`src/rtl/fancy_count_ctrl.sv`:
```
// rtl/fancy_count_ctrl.sv - start/stop/pause counter with even-value dwell and optional looping
module fancy_count_ctrl #(
  parameter int CNT_W   = 3,
  parameter int DWELL_W = 3
) (
  input  logic               clk,
  input  logic               rst,
  input  logic               start,
  input  logic               stop,
  input  logic               pause,
  input  logic               loop,
  input  logic [DWELL_W-1:0] dwell,
  input  logic [CNT_W-1:0]   limit,
  output logic [CNT_W-1:0]   cnt,
  output logic               busy,
  output logic               paused,
  output logic               done,
  output logic               wrap
);

  typedef enum logic [1:0] {
    IDLE  = 2'd0,
    RUN   = 2'd1,
    PAUSE = 2'd2
  } state_e;

  state_e               state_q, state_d;
  logic [CNT_W-1:0]     cnt_q, cnt_d;
  logic [DWELL_W-1:0]   dcnt_q, dcnt_d;
  logic [DWELL_W-1:0]   dwell_cfg_q, dwell_cfg_d;
  logic [CNT_W-1:0]     limit_cfg_q, limit_cfg_d;
  logic                 loop_cfg_q, loop_cfg_d;
  logic                 busy_q, busy_d;
  logic                 paused_q, paused_d;
  logic                 done_q, done_d;
  logic                 wrap_q, wrap_d;
  logic                 hold_expired;

  // Odd values hold one cycle; even values hold until dcnt reaches the latched dwell.
  assign hold_expired = cnt_q[0] || (dcnt_q == dwell_cfg_q);

  // Next-state and output decode; stop beats pause, pause beats advancing.
  always_comb begin
    state_d     = state_q;
    cnt_d       = cnt_q;
    dcnt_d      = dcnt_q;
    dwell_cfg_d = dwell_cfg_q;
    limit_cfg_d = limit_cfg_q;
    loop_cfg_d  = loop_cfg_q;
    done_d      = 1'b0;
    wrap_d      = 1'b0;
    case (state_q)
      IDLE: begin
        if (start && !stop) begin
          dwell_cfg_d = (dwell == '0) ? DWELL_W'(1) : dwell;
          limit_cfg_d = limit;
          loop_cfg_d  = loop;
          cnt_d       = '0;
          dcnt_d      = DWELL_W'(1);
          state_d     = RUN;
        end
      end
      RUN, PAUSE: begin
        if (stop) begin
          state_d = IDLE;
          cnt_d   = '0;
          dcnt_d  = DWELL_W'(1);
        end else if (pause) begin
          state_d = PAUSE;
        end else begin
          // Leaving PAUSE takes a normal step on the same edge so that the
          // sequence stretches by exactly the number of paused cycles.
          state_d = RUN;
          if (!hold_expired) begin
            dcnt_d = dcnt_q + DWELL_W'(1);
          end else if (cnt_q != limit_cfg_q) begin
            cnt_d  = cnt_q + CNT_W'(1);
            dcnt_d = DWELL_W'(1);
          end else if (loop_cfg_q) begin
            cnt_d  = '0;
            dcnt_d = DWELL_W'(1);
            wrap_d = 1'b1;
          end else begin
            done_d  = 1'b1;
            state_d = IDLE;
          end
        end
      end
      default: begin
        state_d = IDLE;
        cnt_d   = '0;
        dcnt_d  = DWELL_W'(1);
      end
    endcase
    busy_d   = (state_d != IDLE);
    paused_d = (state_d == PAUSE);
  end

  // State, configuration and registered outputs; reset takes effect immediately.
  always_ff @(posedge clk or posedge rst) begin
    if (rst) begin
      state_q     <= IDLE;
      cnt_q       <= '0;
      dcnt_q      <= DWELL_W'(1);
      dwell_cfg_q <= DWELL_W'(1);
      limit_cfg_q <= '1;
      loop_cfg_q  <= 1'b0;
      busy_q      <= 1'b0;
      paused_q    <= 1'b0;
      done_q      <= 1'b0;
      wrap_q      <= 1'b0;
    end else begin
      state_q     <= state_d;
      cnt_q       <= cnt_d;
      dcnt_q      <= dcnt_d;
      dwell_cfg_q <= dwell_cfg_d;
      limit_cfg_q <= limit_cfg_d;
      loop_cfg_q  <= loop_cfg_d;
      busy_q      <= busy_d;
      paused_q    <= paused_d;
      done_q      <= done_d;
      wrap_q      <= wrap_d;
    end
  end

  assign cnt    = cnt_q;
  assign busy   = busy_q;
  assign paused = paused_q;
  assign done   = done_q;
  assign wrap   = wrap_q;

endmodule

```
`config.mk`:
```
export PLATFORM = sky130hd
export DESIGN_NAME = fancy_count_ctrl
export DESIGN_NICKNAME = d
export VERILOG_FILES = /design/src/rtl/fancy_count_ctrl.sv
export SDC_FILE = /design/constraint.sdc
export NUM_CORES = 1
export LEC_CHECK = 0
export BUFFER_PORTS_ARGS = -buffer_cell sky130_fd_sc_hd__buf_4
export CORE_MARGIN = 3
export CORE_UTILIZATION = 40
export CTS_CLUSTER_DIAMETER = 80
export DETAILED_ROUTE_END_ITERATION = 12
export PLACE_DENSITY_LB_ADDON = 0.15
export SYNTH_ARGS = -nofsm -noshare
export SYNTH_HDL_FRONTEND = slang
export SYNTH_SLANG_ARGS = --single-unit
export TNS_END_PERCENT = 1
```
`constraint.sdc`:
```
create_clock -name clk -period 3 [get_ports clk]
set_input_delay 0.3 -clock clk [delete_from_list [all_inputs] [get_ports clk]]
set_output_delay 0.3 -clock clk [all_outputs]
set_load 0.05 [all_outputs]
```
### After elaboration in Yosys (flattened, before gate mapping)

Index checks and enable logic that the tools add are counted.

* $add $sub $neg: 2
* equal/unequal tests: 10
* mux-type cells: 34
* reductions and logical operators: 10

Operators by type and width (count)
* $mux 3: 13
* $mux 1: 15
* $pmux 3 s2: 2
* $add 3x1->3 const B: 2
* $mux 2: 3
* $ne 3x3->1 const B: 2
* $ne 5x5->1 const B: 1
* $eq 2x2->1 const B: 2
* $ne 4x4->1 const B: 1
* $pmux 2 s2: 1
* $reduce_and 4->1: 1
* $eq 3x3->1: 1
* $logic_not 3->1: 1
* $ne 3x3->1: 1
* $reduce_and 3->1: 1
* $eq 2x1->1 const B: 1
* $logic_not 2->1: 1
* $ne 2x2->1 const B: 1
* $reduce_and 2->1: 1
* $reduce_bool 2->1: 1
* $reduce_or 2->1: 1
* $logic_and 1x1->1: 1
* $logic_not 1->1: 1
* $logic_or 1x1->1: 1

* register bits after elaboration: 19

### Logic depth before layout (Yosys ltp)

Gate-level depths: netlist of run 1.

* word-level depth: 7
* mapped depth: 7

### Worst setup path before layout of run 1

No wires, ideal clock.

* path kind: register -> register
* start: register state_q[0]
* end: register cnt_q[2], in the netlist cnt[2]
* arrival time: 1.535 ns
* slack: 1.313 ns
* stages on the path, launching flop included: 8
* clock period less this slack: 1.687 ns
* cells stage by stage: dfrtp_1 -> inv_1 -> ha_1 -> nor2b_1 -> buf_2 -> a22o_1 -> o311ai_2 -> o211ai_1

* cells in the longest elaborated chain, start to end: 4
* elaborated cells between the ends (all ways): 10
* classes of those cells: eq/ne: 6; mux: 1; reduce/logical: 3

Ends and longest elaborated chain
* start: declaration: RTL line 27 `state_e state_q, state_d;`
* start signal: assignment: RTL line 113 `state_q <= state_d;`
* $eq 2x1->1 / $eq 2x2->1 (equally long branches): RTL line 52 `case (state_q)`
* $reduce_or 2->1: RTL line 52
* $ne 4x4->1 (no line) / $ne 3x3->1 (equally long branches)
* $reduce_and 4->1 (no line)
* end signal: assignment: RTL line 114 `cnt_q <= cnt_d;`
* end: declaration: RTL line 28 `logic [CNT_W-1:0] cnt_q, cnt_d;`

Parallel ways exist; a longest one is shown, timed or not.
A chain may end at the register's enable or synchronous reset.

### Worst setup path after layout of run 1

* start: register state_q[1]
* end: register dcnt_q[0]

* cells in the longest elaborated chain, start to end: 4
* elaborated cells between the ends (all ways): 9
* classes of those cells: eq/ne: 5; mux: 1; reduce/logical: 3

Ends and longest elaborated chain
* $eq 2x1->1 / $eq 2x2->1 (equally long branches): RTL line 52
* $reduce_or 2->1: RTL line 52
* $ne 5x5->1 (no line) / $ne 3x3->1 (equally long branches)
* $reduce_and 3->1 (no line)
* end signal: assignment: RTL line 115 `dcnt_q <= dcnt_d;`
* end: declaration: RTL line 29 `logic [DWELL_W-1:0] dcnt_q, dcnt_d;`

Parallel ways exist; a longest one is shown, timed or not.

==> results of run 1 <==
[where the power goes]
part | total [mW] | switching (mW) | internal [mW]
sequential | 0.455 | 0.0891 | 0.366
clock | 0.131 | 0.0788 | 0.0518
combinational | 0.605 | 0.334 | 0.271
[sequential cells by signal, summed over array words and instances, names as in the netlist]
name         flops
done             1
state_q          2
paused           1
dcnt_q           3
dwell_cfg_q      3
wrap             1
busy             1
loop_cfg_q       1
cnt              3
limit_cfg_q      3
[through the flow]
stage          util (%)  setup slack (ps)  std cells
2_1_floorplan         -              1310         96
3_5_place_dp       49.3              1180        141
4_1_cts            50.3              1160        145
3_3_place_gp       49.3              1260        141
6_report           50.3              1150        145
5_1_grt            50.3               888        145
[cell type report]
cell class | count | area share [%]
Sequential cell | 19 | 37.3
Multi-Input combinational cell | 67 | 45.3
Tap cell | 30 | 2.91
Clock buffer | 4 | 2.03
Inverter | 7 | 2.03
Timing Repair Buffer | 18 | 10.5
[metal layers]
| metal | vias up | wire, µm | GRT usage, % |
|---|---|---|---|
| met5 | - | 0 | 0 |
| met1 | 371 | 914 | 18.7 |
| met4 | 0 | 14 | 3.88 |
| met2 | 18 | 1020 | 23.5 |
| met3 | 2 | 97 | 4.61 |
| li1 | 389 | - | - |
[final timing paths]
check / start / endpoint / depth (start not counted)
max: state_q[1]$_DFF_PP0_ / dcnt_q[0]$_DFFE_PP1P_ / 6
min: rst / dwell_cfg_q[2]$_DFFE_PP0P_ / 2
max reg2reg: state_q[1]$_DFF_PP0_ / dcnt_q[0]$_DFFE_PP1P_ / 6
min reg2reg: dwell_cfg_q[0]$_DFFE_PP1P_ / dwell_cfg_q[0]$_DFFE_PP1P_ / 2
max in group asynchronous: rst / done$_DFF_PP0_ / 2
min in group clk: loop / loop_cfg_q$_DFFE_PP0P_ / 2
[layout by cell type, fill, tap and decap left out, types with 2 or more instances in the layout]
cell,synthesis,final
nor2_1,3,3
nand2b_1,2,2
mux2_2,6,6
nand3_1,3,3
o21ai_0,2,2
dfstp_2,5,5
clkbuf_4,0,3
nand4b_1,3,3
nand2_1,7,7
inv_1,7,7
ha_1,4,4
buf_4,0,18
nand4_1,2,2
xnor2_2,6,6
dfrtp_1,14,14
a21oi_1,3,3
nor2b_1,2,2
[cells by family (layout without fill, tap and decap cells)]
group / count (synthesis) / after routing
mux: 7 / 7
fa+ha+maj: 4 / 4
buf+inv: 10 / 29
compound gates: 21 / 21
xor+xnor: 6 / 6
simple gates: 29 / 29
flops: 19 / 19
==> results.py, run 1 <==
metrics = {
    "status": {
        "status": "finished clean",
    },
    "setup_path": {
        "critPathKind": "flip-flop to flip-flop",
        "path_max_fanout": 9,
        "path_cells": "inv_1 > ha_1 > nor2b_1 > a22oi_1 > o41a_1 > o21a_1",
        "critical_path_buf_inv_count": 1,
        "slowest_stage": "nor2b_1",
        "cp-start-kind": "flip-flop",
        "worstPathArrival_ps": 2090,
        "max_stage_delay_ps": 490,
        "r2r_slack_ps": 1150,
        "cp_top_family": "compound AO/OA/AOI/OAI gates",
        "end_kind": "flip-flop",
        "cp.required_ps": 3240,
    },
    "place": {
        "port_buffers": 18,
        "hpwl_mm": 1.55,
        "postPlaceCellArea_um2": 1260,
        "gp_congestion": 0.815,
    },
    "clocking": {
        "clockRootBuffer": "clkbuf_4",
        "clkLatencyLatePin_ps": 300,
        "cts.clk_slew.worst_paths_ps": 110,
        "postCtsHoldBufs": 0,
        "clk_path_buf_depth": 2,
        "cts_setup_buffers": 0,
        "cts_tree": "yes",
        "h-tree-depth": 1,
        "clkSinkCount": 19,
        "numCtsBuffers": 3,
        "postCtsResizedCells": 0,
    },
    "timing": {
        "slew_headroom_pct": 52.0,
        "timing.final.crit_share_pct": 61.7,
        "hold_ws_ps": 112,
        "setup-tns-final_ps": 0,
        "finClkSkew_ps": 2.39,
        "fmax_mhz": 540,
        "layout_min_cycle_time_ps": 1850,
        "worstMarginPinSlew_ps": 719,
        "hold_viol_final": 0,
        "rsz0062_at_grt": "no",
        "drv_slew": 0,
        "report.final.setup_viol": 0,
    },
    "synthesis": {
        "synth_flop_cell": "dfrtp_1",
        "avgSynthCellArea_um2": 11.6,
        "synth_area_um2": 1110,
        "synth_xor_area_share_pct": 8.77,
        "synthTopCellsByCount": "dfrtp_1, inv_1, nand2_1",
        "synth_edf_count": 0,
        "ys_top_cells_by_area": "dfrtp_1, dfstp_2, xnor2_2",
        "yosysSeqAreaShare_pct": 43.3,
        "yosysMostFrequentCell": "dfrtp_1",
        "synthMuxAreaShare_pct": 6.97,
        "synth_top_family_by_area": "simple AND/OR/NAND/NOR gates",
        "synth_cell_types": 42,
        "synth_compound_area_share_pct": 15.9,
        "synth.largest_area_cell": "dfrtp_1",
        "synth_nets": 112,
        "syn-instance-count": 96,
        "synth_async_sr_flop_share_pct": 100,
        "yosys.area_share.simple_pct": 16.4,
        "netlist.area_leader.share_pct": 31.5,
        "synth-seq-cells": 19,
        "ys_warn_count": 0,
        "synthAdderAreaFrac_pct": 4.50,
    },
    "die": {
        "ios": 19,
        "start_util_pct": 43.3,
        "die_x_um": 58.7,
        "die_h_um": 58.7,
        "rows": 18,
        "dieArea_um2": 3450,
        "core_area_um2": 2570,
    },
    "pwr": {
        "power_mw": 1.19,
        "powerDensity_nw_per_um2": 922,
        "ir_worst_vdd_mv": 0.488,
        "leakagePower_nw": 0.568,
    },
    "drt": {
        "postRouteAntennaNets": 0,
        "drt-total-wl_mm": 2.05,
        "via_count": 780,
        "via_per_inst": 5.38,
        "firstDrtPassIters": 4,
        "wl_per_cell_um": 14.1,
        "drt_iter0_markers": 16,
        "route.detailed.drc": 0,
    },
    "global_routing": {
        "grt_pass1_wl_mm": 3.78,
        "antenna_found_initial": 0,
        "grt_max_degree": 20,
        "grt_pass1_vias": 787,
        "grt_overflow": 0,
        "grt.total_usage_pct": 14.5,
    },
    "finish": {
        "drive_above_1_share_pct": 38.3,
        "multiInputGateArea_um2": 584,
        "nNetsFinal": 132,
        "diodes": 0,
        "regArea_um2": 482,
        "final_area_um2": 1290,
        "syn2layout_area_growth_pct": 16.1,
        "fill_cells": 262,
    },
    "flow_run": {
        "cap_violations": 0,
    },
    "worst_hold_path": {
        "hp-class": "primary input to asynchronous set/reset pin",
    },
}
No activity file was read; power rests on OpenSTA's default activity.
==> inputs of run 2 (changes only) <==
clock period = 1.7 ns   (was 3 ns; I/O delays follow)
==> run 2 against run 1 <==
Effect of this change:
- sequential power grew 75%
- combinational power grew 110%
- register-to-register slack worse by 1100 ps
- sequential share of layout area decreased by 2.6 points
- count of clock-buffer cells in the layout down 1
- highest routed layer unchanged
==> results.py, run 2 (same netlist as run 1, synthesis figures left out) <==
metrics = {
    "status": {
        "status": "finished clean",
    },
    "clocking": {
        "cts.clk_slew.worst_paths_ps": 110,
        "numCtsBuffers": 3,
        "h-tree-depth": 1,
        "clk_path_buf_depth": 2,
        "clockRootBuffer": "clkbuf_4",
        "cts_tree": "yes",
        "clkSinkCount": 19,
        "clkLatencyLatePin_ps": 300,
    },
    "timing": {
        "fin_ws_ps": 70.0,
        "finClkSkew_ps": 9.39,
        "hold_viol_final": 0,
        "drv_slew": 0,
        "hold_ws_ps": 92.0,
        "layout_min_cycle_time_ps": 1630,
        "timing.final.crit_share_pct": 95.9,
        "fmax_mhz": 614,
        "rsz0062_at_grt": "yes",
        "slew_headroom_pct": 52.4,
        "report.final.setup_viol": 0,
        "worstMarginPinSlew_ps": 713,
    },
    "global_routing": {
        "grt_pass1_wl_mm": 3.57,
        "grt_pass1_vias": 758,
        "grt.total_usage_pct": 13.7,
        "antenna_found_initial": 0,
        "grt_overflow": 0,
        "grt_max_degree": 20,
    },
    "die": {
        "start_util_pct": 43.3,
        "die_x_um": 58.7,
        "core_area_um2": 2570,
        "ios": 19,
        "die_h_um": 58.7,
        "dieArea_um2": 3450,
        "rows": 18,
    },
    "drt": {
        "via_per_inst": 5.43,
        "firstDrtPassIters": 4,
        "wl_per_cell_um": 13.6,
        "postRouteAntennaNets": 0,
        "route.detailed.drc": 0,
        "via_count": 831,
        "drt_iter0_markers": 18,
        "drt-total-wl_mm": 2.08,
    },
    "place": {
        "postPlaceCellArea_um2": 1280,
        "port_buffers": 18,
        "hpwl_mm": 1.53,
        "gp_congestion": 0.809,
        "dp_cells": 143,
        "preCtsSetupSlack_ps": 1.07,
    },
    "finish": {
        "syn2layout_area_growth_pct": 24.7,
        "final_area_um2": 1390,
        "nNetsFinal": 140,
        "post-route-util_pct": 54.0,
        "drive_above_1_share_pct": 46.3,
        "diodes": 0,
        "layout_commonest_cell": "buf_4",
        "fin_cells": 153,
        "final_cell_mix": "buf_4, dfrtp_1, nand2_1",
    },
    "setup_path": {
        "end_kind": "flip-flop",
        "worstPathArrival_ps": 1860,
        "path_max_fanout": 4,
        "cp-start-kind": "flip-flop",
        "critPathKind": "flip-flop to flip-flop",
        "cp.required_ps": 1930,
    },
    "pwr": {
        "powerDensity_nw_per_um2": 1650,
        "leakagePower_nw": 0.613,
        "ir_worst_vdd_mv": 0.910,
    },
    "flow_run": {
        "cap_violations": 0,
    },
    "worst_hold_path": {
        "hp-class": "primary input to flip-flop",
    },
}
==> run 2: cell types whose count changed in the layout (fill, tap and decap cells not counted), sizes merged <==
cell,change
buf,+7
clkbuf,-1
clkinv,+1
dlygate4sd3,+1
==> run 2: timing repair <==
action	4_1_cts	5_1_grt
hold buffers	1	0
gates resized for setup	1	5
hold endpoints to repair	14	0
setup buffers	1	4
endpoints found under the setup margin	1	5
pin swaps	0	3
==> run 2: critical path: stages (launching register included) <==
cell	delay, ps
dfrtp_1	390
inv_2	50
ha_4	260
or3b_4	390
a21oi_4	180
nand4b_1	120
o211ai_1	180
==> run 2: final cells by class <==
cell class              count  area, µm²
fillers                   242       1180
well taps                  30       37.5
multi-input cells          67        617
flip-flops and latches     19        482
repair buffers             26        198
inverters                   7       26.3
clock inverters             1       5.00
clock buffers               3       22.5
==> run 2: path summary, 6_finish.rpt <==
kind | from | end | slack, ps | depth (start not counted)
worst max-delay path | state_q[1]$_DFF_PP0_ | cnt[2]$_DFFE_PP0P_ | 70 | 6
worst min-delay path | limit[2] | limit_cfg_q[2]$_DFFE_PP1P_ | 90 | 2
worst max register to register | state_q[1]$_DFF_PP0_ | cnt[2]$_DFFE_PP0P_ | 70 | 6
worst min register to register | dwell_cfg_q[0]$_DFFE_PP1P_ | dwell_cfg_q[0]$_DFFE_PP1P_ | 510 | 2
max in group asynchronous | rst | dwell_cfg_q[1]$_DFFE_PP0P_ | 710 | 3
min in group asynchronous | rst | dcnt_q[2]$_DFFE_PP0P_ | 530 | 3
==> run 2: routing by layer <==
layer  track usage (%)  vias up  part of all wire, %
li1                  -      407                    -
met4              3.88        0                 0.91
met1              17.8      401                   44
met3              4.61        2                  5.1
met2              21.8       21                   50
met5                 0        -                    0
==> run 2: metrics by stage <==
step / TNS, ps / power, mW
finish: 0 / 2.30
CTS: 0 / 2.18
detailed placement: 0 / 1.92
global route: -23.1 / 2.46
floorplan: 0 / 1.70
global placement: 0 / 1.90
==> run 2: power breakdown <==
part,internal [mW],switching [mW]
clock network,0.0878,0.141
logic,0.620,0.649
registers,0.646,0.152
total,1.35,0.942
